## config.mk

```make
export PLATFORM = sky130hd
export DESIGN_NAME = usb_unpack_flat
export DESIGN_NICKNAME = d
export VERILOG_FILES = /design/src/rtl/usb_pkg.sv /design/src/rtl/usb_unpack_if.sv /design/src/rtl/usb_unpack_skid.sv /design/src/rtl/usb_unpack.sv /design/src/flat_wrapper.sv
export SDC_FILE = /design/constraint.sdc
export NUM_CORES = 1
export LEC_CHECK = 0
export BUFFER_PORTS_ARGS = -buffer_cell sky130_fd_sc_hd__buf_2
export CAP_MARGIN = 15
export CORE_MARGIN = 2
export CORE_UTILIZATION = 40
export DETAILED_ROUTE_END_ITERATION = 16
export HOLD_SLACK_MARGIN = 0.12
export MAX_ROUTING_LAYER = met4
export SLEW_MARGIN = 20
export SYNTH_ARGS = -nofsm -noshare
export SYNTH_HDL_FRONTEND = slang
export SYNTH_HIERARCHICAL = 1
export SYNTH_SLANG_ARGS = --single-unit
```

## constraint.sdc

```tcl
create_clock -name i_clk -period 3.5 [get_ports i_clk]
set_input_delay 0.175 -clock i_clk [delete_from_list [all_inputs] [get_ports i_clk]]
set_output_delay 0.175 -clock i_clk [all_outputs]
set_load 0.01 [all_outputs]
```

## src/rtl/usb_pkg.sv

```systemverilog
// Shared types and sizes for the USB receive-frame unpacker.
// USB_UNPACK_SUM_EN adds the trailing-checksum state to the FSM.
package usb_pkg;

  localparam int unsigned HeaderLen = 2;
  localparam int unsigned AddrW     = 12;
  localparam int unsigned ByteW     = 8;

  typedef enum logic [2:0] {
    StIdle,
    StHead0,
    StHead1,
    StData,
`ifdef USB_UNPACK_SUM_EN
    StSum,
`endif
    StDone
  } state_e;

endpackage

```

## src/rtl/usb_unpack_if.sv

```systemverilog
// Frame handshake, RAM read port and payload byte stream of the unpacker.
// master: the unpacker; slave: USB core, receive RAM and byte sink.
interface usb_unpack_if;
  import usb_pkg::*;

  logic             fs_read;
  logic             fd_read;
  logic [3:0]       read_btype;
  logic [3:0]       btype;
  logic [AddrW-1:0] ram_rxa;
  logic [ByteW-1:0] ram_rxd;
  logic [ByteW-1:0] dout;
  logic             dout_valid;
  logic             dout_ready;
  logic             dout_last;
  logic             len_err;
  logic             sum_err;

  modport master (
    input  fs_read, read_btype, ram_rxd, dout_ready,
    output fd_read, btype, ram_rxa, dout, dout_valid, dout_last, len_err, sum_err
  );

  modport slave (
    output fs_read, read_btype, ram_rxd, dout_ready,
    input  fd_read, btype, ram_rxa, dout, dout_valid, dout_last, len_err, sum_err
  );

endinterface

```

## src/rtl/usb_unpack_skid.sv

```systemverilog
// Two-entry {last, data} FIFO with registered head; absorbs the RAM read
// latency while the byte sink stalls.
module usb_unpack_skid
  import usb_pkg::*;
(
  input  logic             i_clk,
  input  logic             i_rst,
  input  logic             i_push,
  input  logic [ByteW-1:0] i_data,
  input  logic             i_last,
  input  logic             i_pop,
  output logic [ByteW-1:0] o_data,
  output logic             o_last,
  output logic             o_valid,
  output logic             o_full
);

  logic [ByteW-1:0] r_data0, r_data1;
  logic             r_last0, r_last1;
  logic             r_valid0, r_valid1;
  logic             w_pop;

  assign w_pop = i_pop && r_valid0;

  always_ff @(posedge i_clk) begin
    if (i_rst) begin
      r_data0  <= '0;
      r_data1  <= '0;
      r_last0  <= 1'b0;
      r_last1  <= 1'b0;
      r_valid0 <= 1'b0;
      r_valid1 <= 1'b0;
    end else if (w_pop) begin
      if (r_valid1) begin
        r_data0 <= r_data1;
        r_last0 <= r_last1;
        if (i_push) begin
          r_data1 <= i_data;
          r_last1 <= i_last;
        end else begin
          r_valid1 <= 1'b0;
        end
      end else if (i_push) begin
        r_data0 <= i_data;
        r_last0 <= i_last;
      end else begin
        r_valid0 <= 1'b0;
        r_last0  <= 1'b0;
      end
    end else if (i_push) begin
      if (!r_valid0) begin
        r_data0  <= i_data;
        r_last0  <= i_last;
        r_valid0 <= 1'b1;
      end else begin
        r_data1  <= i_data;
        r_last1  <= i_last;
        r_valid1 <= 1'b1;
      end
    end
  end

  assign o_data  = r_data0;
  assign o_last  = r_last0;
  assign o_valid = r_valid0;
  assign o_full  = r_valid1;

endmodule

```

## src/rtl/usb_unpack.sv

```systemverilog
// Walks a received frame in RAM: 12-bit length header, payload bytes out on
// valid/ready. USB_UNPACK_SUM_EN also checks a trailing 8-bit payload sum.
module usb_unpack
  import usb_pkg::*;
#(
  parameter logic [AddrW-1:0] BASE_ADDR = 12'h000,
  parameter logic [AddrW-1:0] MAX_LEN   = 12'd4000
) (
  input logic           i_clk,
  input logic           i_rst,
  usb_unpack_if.master  bus
);

  state_e           r_state, w_state_d;
  logic [AddrW-1:0] r_addr, r_cnt, r_len, w_len;
  logic [3:0]       r_len_hi, r_btype;
  logic             r_head_lo, r_pend, r_pend_last, r_fd_read, r_len_err;
  logic             w_start, w_len_bad, w_pop, w_space, w_issue, w_issue_last;
  logic [ByteW-1:0] w_dout;
  logic             w_dout_valid, w_dout_last, w_skid_full;
`ifdef USB_UNPACK_SUM_EN
  logic [ByteW-1:0] r_sum;
  logic             r_sum_rd, r_sum_err;
`endif

  always_ff @(posedge i_clk) begin
    if (i_rst) r_state <= StIdle;
    else       r_state <= w_state_d;
  end

  always_comb begin
    w_state_d = r_state;
    unique case (r_state)
      StIdle:  if (w_start) w_state_d = StHead0;
      StHead0: w_state_d = StHead1;
      StHead1: w_state_d = StData;
      StData: begin
        if (w_len_bad) begin
          w_state_d = StDone;
        end else if (w_pop && w_dout_last) begin
`ifdef USB_UNPACK_SUM_EN
          w_state_d = StSum;
`else
          w_state_d = StDone;
`endif
        end
      end
`ifdef USB_UNPACK_SUM_EN
      StSum:   if (r_sum_rd) w_state_d = StDone;
`endif
      StDone:  if (!bus.fs_read) w_state_d = StIdle;
      default: w_state_d = StIdle;
    endcase
  end

  // The low length byte is still on ram_rxd during the first DATA cycle.
  always_comb begin
    w_start      = (r_state == StIdle) && bus.fs_read && !r_fd_read;
    w_len        = r_head_lo ? {r_len_hi, bus.ram_rxd} : r_len;
    w_len_bad    = r_head_lo && ((w_len == '0) || (w_len > MAX_LEN));
    w_pop        = w_dout_valid && bus.dout_ready;
    // Issue only if the skid still has a slot when this read returns.
    w_space      = (2'(w_dout_valid) + 2'(w_skid_full) + 2'(r_pend)) <= (2'(w_pop) + 2'd1);
    w_issue      = (r_state == StData) && !w_len_bad && (r_cnt < w_len) && w_space;
    w_issue_last = (r_cnt == (w_len - AddrW'(1)));
  end

  always_ff @(posedge i_clk) begin
    if (i_rst) begin
      r_addr      <= BASE_ADDR;
      r_cnt       <= '0;
      r_len       <= '0;
      r_len_hi    <= '0;
      r_btype     <= '0;
      r_head_lo   <= 1'b0;
      r_pend      <= 1'b0;
      r_pend_last <= 1'b0;
      r_fd_read   <= 1'b0;
      r_len_err   <= 1'b0;
`ifdef USB_UNPACK_SUM_EN
      r_sum       <= '0;
      r_sum_rd    <= 1'b0;
      r_sum_err   <= 1'b0;
`endif
    end else begin
      r_fd_read   <= (w_state_d == StDone);
      r_pend      <= w_issue;
      r_pend_last <= w_issue && w_issue_last;
      r_head_lo   <= (r_state == StHead1);
      case (r_state)
        StIdle: begin
          r_addr <= BASE_ADDR;
          r_cnt  <= '0;
          if (w_start) begin
            r_btype   <= bus.read_btype;
            r_len_err <= 1'b0;
`ifdef USB_UNPACK_SUM_EN
            r_sum     <= '0;
            r_sum_err <= 1'b0;
`endif
          end
        end
        StHead0: r_addr <= r_addr + AddrW'(1);
        StHead1: begin
          r_len_hi <= bus.ram_rxd[3:0];
          r_addr   <= BASE_ADDR + AddrW'(HeaderLen);
        end
        StData: begin
          if (r_head_lo) begin
            r_len     <= w_len;
            r_len_err <= w_len_bad;
          end
          if (w_issue) begin
            r_addr <= r_addr + AddrW'(1);
            r_cnt  <= r_cnt + AddrW'(1);
          end
`ifdef USB_UNPACK_SUM_EN
          if (r_pend) r_sum <= r_sum + bus.ram_rxd;
`endif
        end
`ifdef USB_UNPACK_SUM_EN
        // First SUM cycle presents the sum address, second compares its data.
        StSum: begin
          r_sum_rd <= !r_sum_rd;
          if (r_sum_rd) r_sum_err <= (bus.ram_rxd != r_sum);
        end
`endif
        default: ;
      endcase
    end
  end

  usb_unpack_skid u_skid (
    .i_clk   (i_clk),
    .i_rst   (i_rst),
    .i_push  (r_pend),
    .i_data  (bus.ram_rxd),
    .i_last  (r_pend_last),
    .i_pop   (w_pop),
    .o_data  (w_dout),
    .o_last  (w_dout_last),
    .o_valid (w_dout_valid),
    .o_full  (w_skid_full)
  );

  assign bus.fd_read    = r_fd_read;
  assign bus.btype      = r_btype;
  assign bus.ram_rxa    = r_addr;
  assign bus.dout       = w_dout;
  assign bus.dout_valid = w_dout_valid;
  assign bus.dout_last  = w_dout_last;
  assign bus.len_err    = r_len_err;
`ifdef USB_UNPACK_SUM_EN
  assign bus.sum_err    = r_sum_err;
`else
  assign bus.sum_err    = 1'b0;
`endif

endmodule

```

## src/flat_wrapper.sv

```systemverilog
// flat-port wrapper written by rule: the top's interface ports become plain ports
module usb_unpack_flat import usb_pkg::*;
#(
  parameter logic [AddrW-1:0] BASE_ADDR = 12'h000,
  parameter logic [AddrW-1:0] MAX_LEN   = 12'd4000
)
  (i_clk, i_rst, bus_fs_read, bus_read_btype, bus_ram_rxd, bus_dout_ready, bus_fd_read, bus_btype, bus_ram_rxa, bus_dout, bus_dout_valid, bus_dout_last, bus_len_err, bus_sum_err);
  usb_unpack_if bus_i ();
  input logic i_clk;
  input logic i_rst;
  input wire logic [$bits(bus_i.fs_read)-1:0] bus_fs_read;
  input wire logic [$bits(bus_i.read_btype)-1:0] bus_read_btype;
  input wire logic [$bits(bus_i.ram_rxd)-1:0] bus_ram_rxd;
  input wire logic [$bits(bus_i.dout_ready)-1:0] bus_dout_ready;
  output wire logic [$bits(bus_i.fd_read)-1:0] bus_fd_read;
  output wire logic [$bits(bus_i.btype)-1:0] bus_btype;
  output wire logic [$bits(bus_i.ram_rxa)-1:0] bus_ram_rxa;
  output wire logic [$bits(bus_i.dout)-1:0] bus_dout;
  output wire logic [$bits(bus_i.dout_valid)-1:0] bus_dout_valid;
  output wire logic [$bits(bus_i.dout_last)-1:0] bus_dout_last;
  output wire logic [$bits(bus_i.len_err)-1:0] bus_len_err;
  output wire logic [$bits(bus_i.sum_err)-1:0] bus_sum_err;
  assign bus_i.fs_read = bus_fs_read;
  assign bus_i.read_btype = bus_read_btype;
  assign bus_i.ram_rxd = bus_ram_rxd;
  assign bus_i.dout_ready = bus_dout_ready;
  assign bus_fd_read = bus_i.fd_read;
  assign bus_btype = bus_i.btype;
  assign bus_ram_rxa = bus_i.ram_rxa;
  assign bus_dout = bus_i.dout;
  assign bus_dout_valid = bus_i.dout_valid;
  assign bus_dout_last = bus_i.dout_last;
  assign bus_len_err = bus_i.len_err;
  assign bus_sum_err = bus_i.sum_err;
  usb_unpack #(.BASE_ADDR(BASE_ADDR), .MAX_LEN(MAX_LEN)) u_core (.i_clk(i_clk), .i_rst(i_rst), .bus(bus_i));
endmodule
```

==> results of run 1 <==
cells by family after synthesis:
group           Yosys count
fa+ha+maj                19
xor+xnor                 17
simple gates            182
mux                      17
other cells               1
flops                    72
buf+inv                  44
compound gates          137
metal layers:
metal	up-vias	share of wire [%]
met5	-	0
met4	0	1.3
met3	14	4.0
met2	89	47
met1	1755	48
li1	1868	-
layout by cell type, fill, tap and decap left out, types with 6 or more instances in the layout:
master,synthesis,final
xnor2_1,14,14
clkbuf_8,0,10
a21oi_2,12,12
nand2_1,54,54
buf_4,3,8
o21ai_0,22,21
nor3_1,14,12
ha_1,18,18
or3_1,13,13
o221a_2,7,7
mux2i_1,14,13
a21oi_1,52,52
dfxtp_1,72,71
and3_1,7,7
dlygate4sd3_1,0,7
o21ai_1,7,8
nor2_1,28,28
inv_1,18,18
nand3_1,26,26
nor2b_1,6,6
buf_2,7,43
how the worst min path moves through the flow:
stage	end	slack [ns]	cells past startpoint
final	u_core/r_len[1]$_SDFFE_PP0P_	0.14	3
after global routing	u_core/r_len[4]$_SDFFE_PP0P_	0.13	3
after CTS	u_core/r_len[1]$_SDFFE_PP0P_	0.12	3
after detailed placement	u_core/bus.btype[3]$_SDFFE_PP0P_	0.41	3
after global placement	u_core/bus.btype[0]$_SDFFE_PP0P_	0.41	3
after floorplan	u_core/u_skid/o_last$_SDFFE_PP0P_	0.25	1
repair_timing:
action                                  in CTS  in global routing
hold buffers                                 7                  0
buffers inserted                             0                  0
gates resized for setup                      0                  7
endpoints found under the hold margin        7                  0
endpoints found under the setup margin       0                 19
stage by stage:
step	instances	util, %	worst slack [ns]	hold slack [ns]
2_1_floorplan	489	-	0.491	0.250
3_3_place_gp	650	43.5	0.171	0.407
3_5_place_dp	650	43.5	0.0949	0.415
4_1_cts	673	46.6	0.0805	0.122
5_1_grt	674	47.1	0.0267	0.127
6_report	674	47.1	0.232	0.137
power by group through the flow:
| stage | combinational (W) | clock, W | sequential (W) |
|---|---|---|---|
| after CTS | 0.000214 | 0.000845 | 0.000856 |
| final | 0.000226 | 0.000828 | 0.000857 |
| after global routing | 0.000250 | 0.000883 | 0.000861 |
| after detailed placement | 0.000207 | 0 | 0.000875 |
| after global placement | 0.000204 | 0 | 0.000875 |
| after floorplan | 0.000159 | 0 | 0.000867 |
layout make-up:
type	instances	area [µm²]
multi-input cells	374	2520
well taps	136	170
flip-flops and latches	72	1440
fillers	997	5390
clock inverters	6	115
clock buffers	10	138
repair buffers	58	345
inverters	18	67.6
registers in the layout (all words and copies together) (netlist names), 3 cells and up:
name                   flops
u_core/u_skid/o_data       8
u_core/bus.ram_rxa        12
u_core/r_len_hi            4
u_core/r_len              12
u_core/r_cnt              12
u_core/r_state             3
u_core/bus.btype           4
u_core/u_skid/r_data1      8
tightest hold or removal path: stages:
cell     delay (ns)
buf_2          0.14
nand2_1        0.07
a21oi_1        0.05
==> flow_metrics.tcl, run 1 <==
set metrics [dict create \
    path_clk_slew_ns 0.08 \
    detail_route.iter0.violations 211 \
    swShare_pct 25.7 \
    path_depth 10 \
    period_needed_ns 3.27 \
    hpwl_um 7080 \
    synth_top_area_share_pct 34.8 \
    grt_util_met3_pct 3.53 \
    gr-max-usage-layer "met2" \
    syn-num-nets 524 \
    synth_cell_types 69 \
    synth_xor_area_share_pct 3.60 \
    num_rows 37 \
    intPower_w 0.00142 \
    ant_nets 0 \
    p_total_w 0.00191 \
    netlist_instances 489 \
    synth_top_family_by_area "compound AO/OA/AOI/OAI gates" \
    reg2regPathDepth 10 \
    synth-compound-area-share_pct 23.0 \
    cts_tree "built" \
    clkLatencyLatePin_ns 0.35 \
    ys_seq_area_share_pct 34.8 \
    setup_viol 0 \
    power_density_nw_per_um2 398 \
    first_pass_iters 4 \
    p_leak_nw 1.75 \
    cp_slowest_stage_delay_ns 0.63 \
    fmax_ghz 0.306 \
    core_um2 10200 \
    grtUsageMet2_pct 28.7 \
    antenna_found_initial 0 \
    cp.required_ns 3.71 \
    p_sw_w 0.000490 \
    clock_skew_ns 0.00971 \
    yosys_warnings 6 \
    path_max_fanout 13 \
    reg2reg_from "u_core/r_head_lo$_SDFF_PP0_" \
    vias 3726 \
    synth-async-reset-ratio_pct 0 \
    pwr-share-seq_pct 44.9 \
    post_route_cells_drive_above_1_share_pct 20.3 \
    r2r_slack_ns 0.23 \
    finalCritPeriodShare_pct 93.4 \
    synthTopCellsByArea "dfxtp_1, a21oi_1, ha_1" \
    dieArea_um2 11200 \
    antenna_cells 0 \
    worst_path_max_delay_cell "a211oi_1" \
    synthAdderAreaFrac_pct 5.93 \
    syn2layout_area_growth_pct 16.0 \
    grt_pass1_vias 3467 \
    ys.flop_type "dfxtp_1" \
    relSlewSlack_pct 47.7 \
    nets 568 \
    ctsRootBufferMaster "clkbuf_8" \
    r2r_end "u_core/bus.ram_rxa[0]$_SDFFE_PP0P_" \
    ys_ff_latch 72 \
    cts_max_path_buffers 2 \
    rsz0062_at_grt "no" \
    chipHeight_um 106 \
    drt-total-wl_um 10000 \
    crit_start "u_core/r_head_lo$_SDFF_PP0_" \
    yosys-top-cells-count "dfxtp_1, nand2_1, a21oi_1, nor2_1, nand3_1" \
    crit_family "compound AO/OA/AOI/OAI gates" \
    grt-ovfl-total 0 \
    grt_max_degree 51 \
    cap_violations 0 \
    cts_sinks 72 \
    synth_area_um2 4140 \
    clockPowerShare_pct 43.3 \
    cts_buffers 9 \
    synth_edf_count 0 \
    critPathLaunchType "flop" \
    crit_arrival_ns 3.48 \
    finalHoldViolCount 0 \
    initial_core_util_pct 40.6 \
    synth_largest_area_cell "dfxtp_1" \
    grt_use_total_pct 18.7 \
    final_area_um2 4800 \
    hold_path_class "primary input to flop" \
    status "finished clean" \
    muxShareOfSynthArea_pct 4.75 \
    endpoint_kind "flop" \
    critPathBufInv 1 \
    htreeDepth 3 \
    crit_end "u_core/bus.ram_rxa[0]$_SDFFE_PP0P_" \
    yosysMostFrequentCell "dfxtp_1" \
    max_slew.worst_pin.slew_ns 0.783 \
    syn_area_per_cell_um2 8.46 \
    crit_type "flop to flop" \
    grt_first_pass_wirelength_um 16600 \
    io_pins 45 \
    irDropWorstVdd_mv 0.221 \
    slew_violations 0 \
    cp_cell_sequence "mux2i_1 > inv_1 > ha_1 > nor2b_1 > o211ai_1 > a211oi_1 > nor2_1 > a221oi_4 > or3b_2 > a21oi_2" \
    port_buffers 43 \
    placed_area_um2 4430 \
    grtUsageMet1_pct 24.8 \
    hp-start "bus_ram_rxd[1]" \
    viasPerCell 5.53 \
    avgRoutedWirePerCell_um 14.9 \
    drc 0 \
    p_comb_share_pct 11.8 \
    yosys.area_share.simple_pct 22.4 \
    finalSetupTns_ns 0 \
    die_w_um 106 \
    gp_congestion 0.873 \
]
Note: power is estimated with default switching activity, not from simulation.
==> run 2: changes to the inputs <==
==> constraint.sdc (replaced) <==
create_clock -name i_clk -period 3.5 [get_ports i_clk]
set_input_delay 0 -clock i_clk [delete_from_list [all_inputs] [get_ports i_clk]]
set_output_delay 0 -clock i_clk [all_outputs]
set_load 0.01 [all_outputs]
==> run 2 against run 1 <==
- hold slack better by 0.13 ns
- core utilization up 0.69 points
- final cell count up 1.0%
- largest power group unchanged
- count of clock-buffer cells in the layout unchanged
- via count up 0.16%
- largest cell class unchanged
- die area unchanged
- clock power about the same
- non-clock buffer count up 7
- critical path type unchanged
==> flow_metrics.tcl, run 2 (synthesized netlist as in run 1, its figures left out) <==
set metrics [dict create \
    chipHeight_um 106 \
    antenna_cells 0 \
    post-route-util_pct 47.8 \
    first_pass_iters 4 \
    fmax_ghz 0.309 \
    max_slew.worst_pin.slew_ns 0.768 \
    holdPathStages 6 \
    grt_pass1_vias 3490 \
    dieArea_um2 11200 \
    cts_buffers 9 \
    power_density_nw_per_um2 393 \
    rsz0062_at_grt "no" \
    cts_sinks 72 \
    slew_violations 0 \
    vias 3732 \
    clock_skew_ns 0.0108 \
    p_leak_nw 1.78 \
    finalCritPeriodShare_pct 92.6 \
    drt-total-wl_um 10100 \
    gp_congestion 0.873 \
    initial_core_util_pct 40.6 \
    post_route_cells_drive_above_1_share_pct 20.0 \
    ctsRootBufferMaster "clkbuf_8" \
    setup_viol 0 \
    irDropWorstVdd_mv 0.221 \
    cap_violations 0 \
    period_needed_ns 3.24 \
    hold_path_class "primary input to flop" \
    cts_max_path_buffers 2 \
    crit_type "flop to flop" \
    ant_nets 0 \
    fin_cells 681 \
    core_um2 10200 \
    relSlewSlack_pct 48.7 \
    detail_route.iter0.violations 244 \
    antenna_found_initial 0 \
    reg2regPathDepth 10 \
    grt_first_pass_wirelength_um 16700 \
    drc 0 \
    avgRoutedWirePerCell_um 14.8 \
    num_rows 37 \
    dpl.cell_count 650 \
    post-cts-setup-buffer-count 0 \
    critPathLaunchType "flop" \
    viasPerCell 5.48 \
    post-place-ws_ns 0.0949 \
    path_max_fanout 13 \
    timing.final.ws_setup_ns 0.259 \
    die_w_um 106 \
    io_pins 45 \
    mostFrequentLayoutCells "dfxtp_1, nand2_1, a21oi_1, buf_2, nor2_1" \
    holdWs_ns 0.265 \
    clkLatencyLatePin_ns 0.35 \
    syn2layout_area_growth_pct 17.7 \
    final_common_cell "dfxtp_1" \
    finalHoldViolCount 0 \
    endpoint_kind "flop" \
    path_clk_slew_ns 0.08 \
    port_buffers 43 \
    hpwl_um 7080 \
    finalSetupTns_ns 0 \
    crit_arrival_ns 3.46 \
    htreeDepth 3 \
    nets 575 \
    grt_use_total_pct 18.8 \
    grt_max_degree 51 \
    cp.required_ns 3.71 \
    grt-ovfl-total 0 \
    status "finished clean" \
    cts_tree "built" \
]
[run 2: changes by cell type in the layout (fill, tap and decap cells not counted)]
cell	previous run	this run
dlygate4sd3_1	7	14
[run 2: worst max-delay path, cell delays in order (launching register included)]
cell	delay, ns
dfxtp_2	0.51
mux2i_1	0.41
inv_1	0.09
ha_1	0.19
nor2b_1	0.10
o211ai_1	0.09
a211oi_1	0.62
nor2_1	0.26
a221oi_4	0.58
or3b_2	0.23
a21oi_2	0.04
[run 2: metrics by stage]
stage,cell area [µm²],total power [W]
after detailed placement,4430,0.00108
final,4870,0.00191
after floorplan,4140,0.00103
after global routing,4870,0.00200
after CTS,4820,0.00192
after global placement,4430,0.00108
[run 2: worst paths after layout]
kind                                     start                                 end  slack [ns]
setup reg to reg   u_core/r_head_lo$_SDFF_PP0_  u_core/bus.ram_rxa[0]$_SDFFE_PP0P_        0.26
setup / recovery   u_core/r_head_lo$_SDFF_PP0_  u_core/bus.ram_rxa[0]$_SDFFE_PP0P_        0.26
hold reg to reg   u_core/r_len[1]$_SDFFE_PP0P_        u_core/r_len[1]$_SDFFE_PP0P_        0.47
hold / removal                  bus_dout_ready   u_core/u_skid/o_full$_SDFFE_PP0P_        0.26
[run 2: where the power goes]
group / internal, W / switching [W]
clock: 0.000497 / 0.000329
combinational: 0.0000956 / 0.000136
sequential: 0.000834 / 0.0000235
total: 0.00143 / 0.000489
[run 2: timing repair]
action | in CTS | in global routing
hold endpoints to repair | 35 | 0
resized for setup | 0 | 7
hold buffers | 14 | 0
setup endpoints to repair | 0 | 19
[run 2: final cells by class]
class | instances | area, µm²
fillers | 994 | 5320
multi-input cells | 374 | 2520
flip-flops and latches | 72 | 1440
repair buffers | 65 | 415
well taps | 136 | 170
clock buffers | 10 | 138
clock inverters | 6 | 115
inverters | 18 | 67.6
[run 2: per-layer routing]
layer | wire (µm) | global-route usage [%] | vias to the layer above
met1 | 4790 | 25.0 | 1769
met4 | 66 | 6.39 | 0
met3 | 392 | 3.46 | 6
met2 | 4810 | 29.0 | 74
li1 | - | - | 1883
met5 | 0 | - | -
==> run 3: changes to the inputs <==
==> constraint.sdc (replaced) <==
create_clock -name i_clk -period 3.55 [get_ports i_clk]
set_input_delay 0 -clock i_clk [delete_from_list [all_inputs] [get_ports i_clk]]
set_output_delay 0 -clock i_clk [all_outputs]
set_load 0.01 [all_outputs]
==> run 3 against run 2 <==
- routed wire length is 0.12% lower
- global-route usage is 0.24 points higher
- sequential power is 2% lower
- critical endpoint is now u_core/bus.ram_rxa[8]$_SDFFE_PP0P_
- flip-flop and latch count stayed put
- final area is 0.98% lower
- first-iteration DRC count is 18% lower
- power is 6.1% lower
- non-clock buffer count is 1 lower
==> flow_metrics.tcl, run 3 (synthesized netlist as in run 1, its figures left out) <==
set metrics [dict create \
    slew_violations 0 \
    viasPerCell 5.43 \
    chipHeight_um 106 \
    post-route-util_pct 47.3 \
    endpoint_kind "flop" \
    setup_viol 0 \
    grt_first_pass_wirelength_um 16700 \
    pwr-share-seq_pct 47.0 \
    intPower_w 0.00132 \
    p_sw_w 0.000482 \
    p_total_w 0.00180 \
    finalSetupTns_ns 0 \
    critPathLaunchType "flop" \
    port_buffers 43 \
    clock_skew_ns 0.0151 \
    swShare_pct 26.8 \
    hpwl_um 7030 \
    power_density_nw_per_um2 373 \
    cap_violations 0 \
    gp_congestion 0.864 \
    nets 574 \
    timing.final.ws_setup_ns 0.255 \
    avgRoutedWirePerCell_um 14.8 \
    antenna_found_initial 0 \
    detail_route.iter0.violations 199 \
    first_pass_iters 4 \
    vias 3694 \
    grt-ovfl-total 0 \
    io_pins 45 \
    grt_max_degree 51 \
    p_comb_share_pct 12.7 \
    ant_nets 0 \
    clockPowerShare_pct 40.3 \
    drt-total-wl_um 10000 \
    clkLatencyLatePin_ns 0.35 \
    max_slew.worst_pin.slew_ns 0.797 \
    mostFrequentLayoutCells "dfxtp_1, nand2_1, a21oi_1, buf_2, nor2_1" \
    antenna_cells 0 \
    cts_max_path_buffers 2 \
    htreeDepth 3 \
    crit_type "flop to flop" \
    irDropWorstVdd_mv 0.220 \
    fmax_ghz 0.304 \
    num_rows 37 \
    cts_sinks 72 \
    holdWs_ns 0.277 \
    hold_path_class "primary input to flop" \
    cp.required_ns 3.84 \
    p_leak_nw 1.76 \
    drc 0 \
    grt_pass1_vias 3433 \
    core_um2 10200 \
    cts_buffers 9 \
    relSlewSlack_pct 46.8 \
    status "finished clean" \
    final_common_cell "dfxtp_1" \
    ctsRootBufferMaster "clkbuf_8" \
    rsz0062_at_grt "no" \
    period_needed_ns 3.29 \
    crit_arrival_ns 3.59 \
    initial_core_util_pct 40.6 \
    finalHoldViolCount 0 \
    finalCritPeriodShare_pct 92.8 \
    post_route_cells_drive_above_1_share_pct 19.9 \
    post-place-ws_ns 0.167 \
    cts_tree "built" \
    dieArea_um2 11200 \
    die_w_um 106 \
    syn2layout_area_growth_pct 16.5 \
    grt_use_total_pct 19.1 \
    path_max_fanout 12 \
    path_clk_slew_ns 0.08 \
]
==> run 3: power groups by stage <==
stage               clock [W]  sequential [W]  combinational (W)
floorplan                   0        0.000855           0.000157
global placement            0        0.000862           0.000202
global route         0.000789        0.000848           0.000251
CTS                  0.000741        0.000844           0.000218
detailed placement          0        0.000863           0.000205
finish               0.000724        0.000844           0.000229
==> run 3: metrics by stage <==
stage | cells | area [µm²]
5_1_grt | 680 | 4820
2_1_floorplan | 489 | 4140
3_5_place_dp | 649 | 4420
3_3_place_gp | 649 | 4420
6_report | 680 | 4820
4_1_cts | 679 | 4780
==> run 3: routing by layer <==
layer  global-route usage [%]  up-vias  wire length [µm]
met2                     29.5       82              4750
met3                     3.77        6               476
met4                     7.71        0                75
met1                     24.5     1723              4740
met5                        -        -                 0
li1                         -     1883                 -
==> run 3: worst max-delay path, stage by stage, from the launching register on <==
cell and delay [ns]:
dfxtp_1 0.42, fa_1 0.44, ha_1 0.29, nor2b_1 0.13, o21ai_0 0.33, nand3_1 0.25, nor3_2 0.47, a221oi_4 0.21
or4_1 0.56, a21oi_2 0.14
==> run 3: worst paths after layout <==
| check | from | end | slack [ns] | depth (start not counted) |
|---|---|---|---|---|
| setup / recovery | u_core/r_pend$_SDFF_PP0_ | u_core/bus.ram_rxa[8]$_SDFFE_PP0P_ | 0.26 | 9 |
| hold / removal | bus_dout_ready | u_core/u_skid/o_full$_SDFFE_PP0P_ | 0.28 | 6 |
| setup reg to reg | u_core/r_pend$_SDFF_PP0_ | u_core/bus.ram_rxa[8]$_SDFFE_PP0P_ | 0.26 | 9 |
| hold reg to reg | u_core/r_len[1]$_SDFFE_PP0P_ | u_core/r_len[1]$_SDFFE_PP0P_ | 0.47 | 2 |
==> run 3: cell type report <==
cell class | instances | area (µm²)
fill | 1020 | 5370
multi-input combinational | 374 | 2510
sequential | 72 | 1440
timing repair buffer | 64 | 408
tap | 136 | 170
clock buffer | 10 | 128
clock inverter | 6 | 90.1
inverter | 18 | 67.6
==> run 3: repair_timing <==
action | in CTS | in global routing
hold buffers | 14 | 0
endpoints found under the setup margin | 0 | 15
resized for setup | 0 | 6
setup buffers | 0 | 0
hold endpoints to repair | 35 | 0
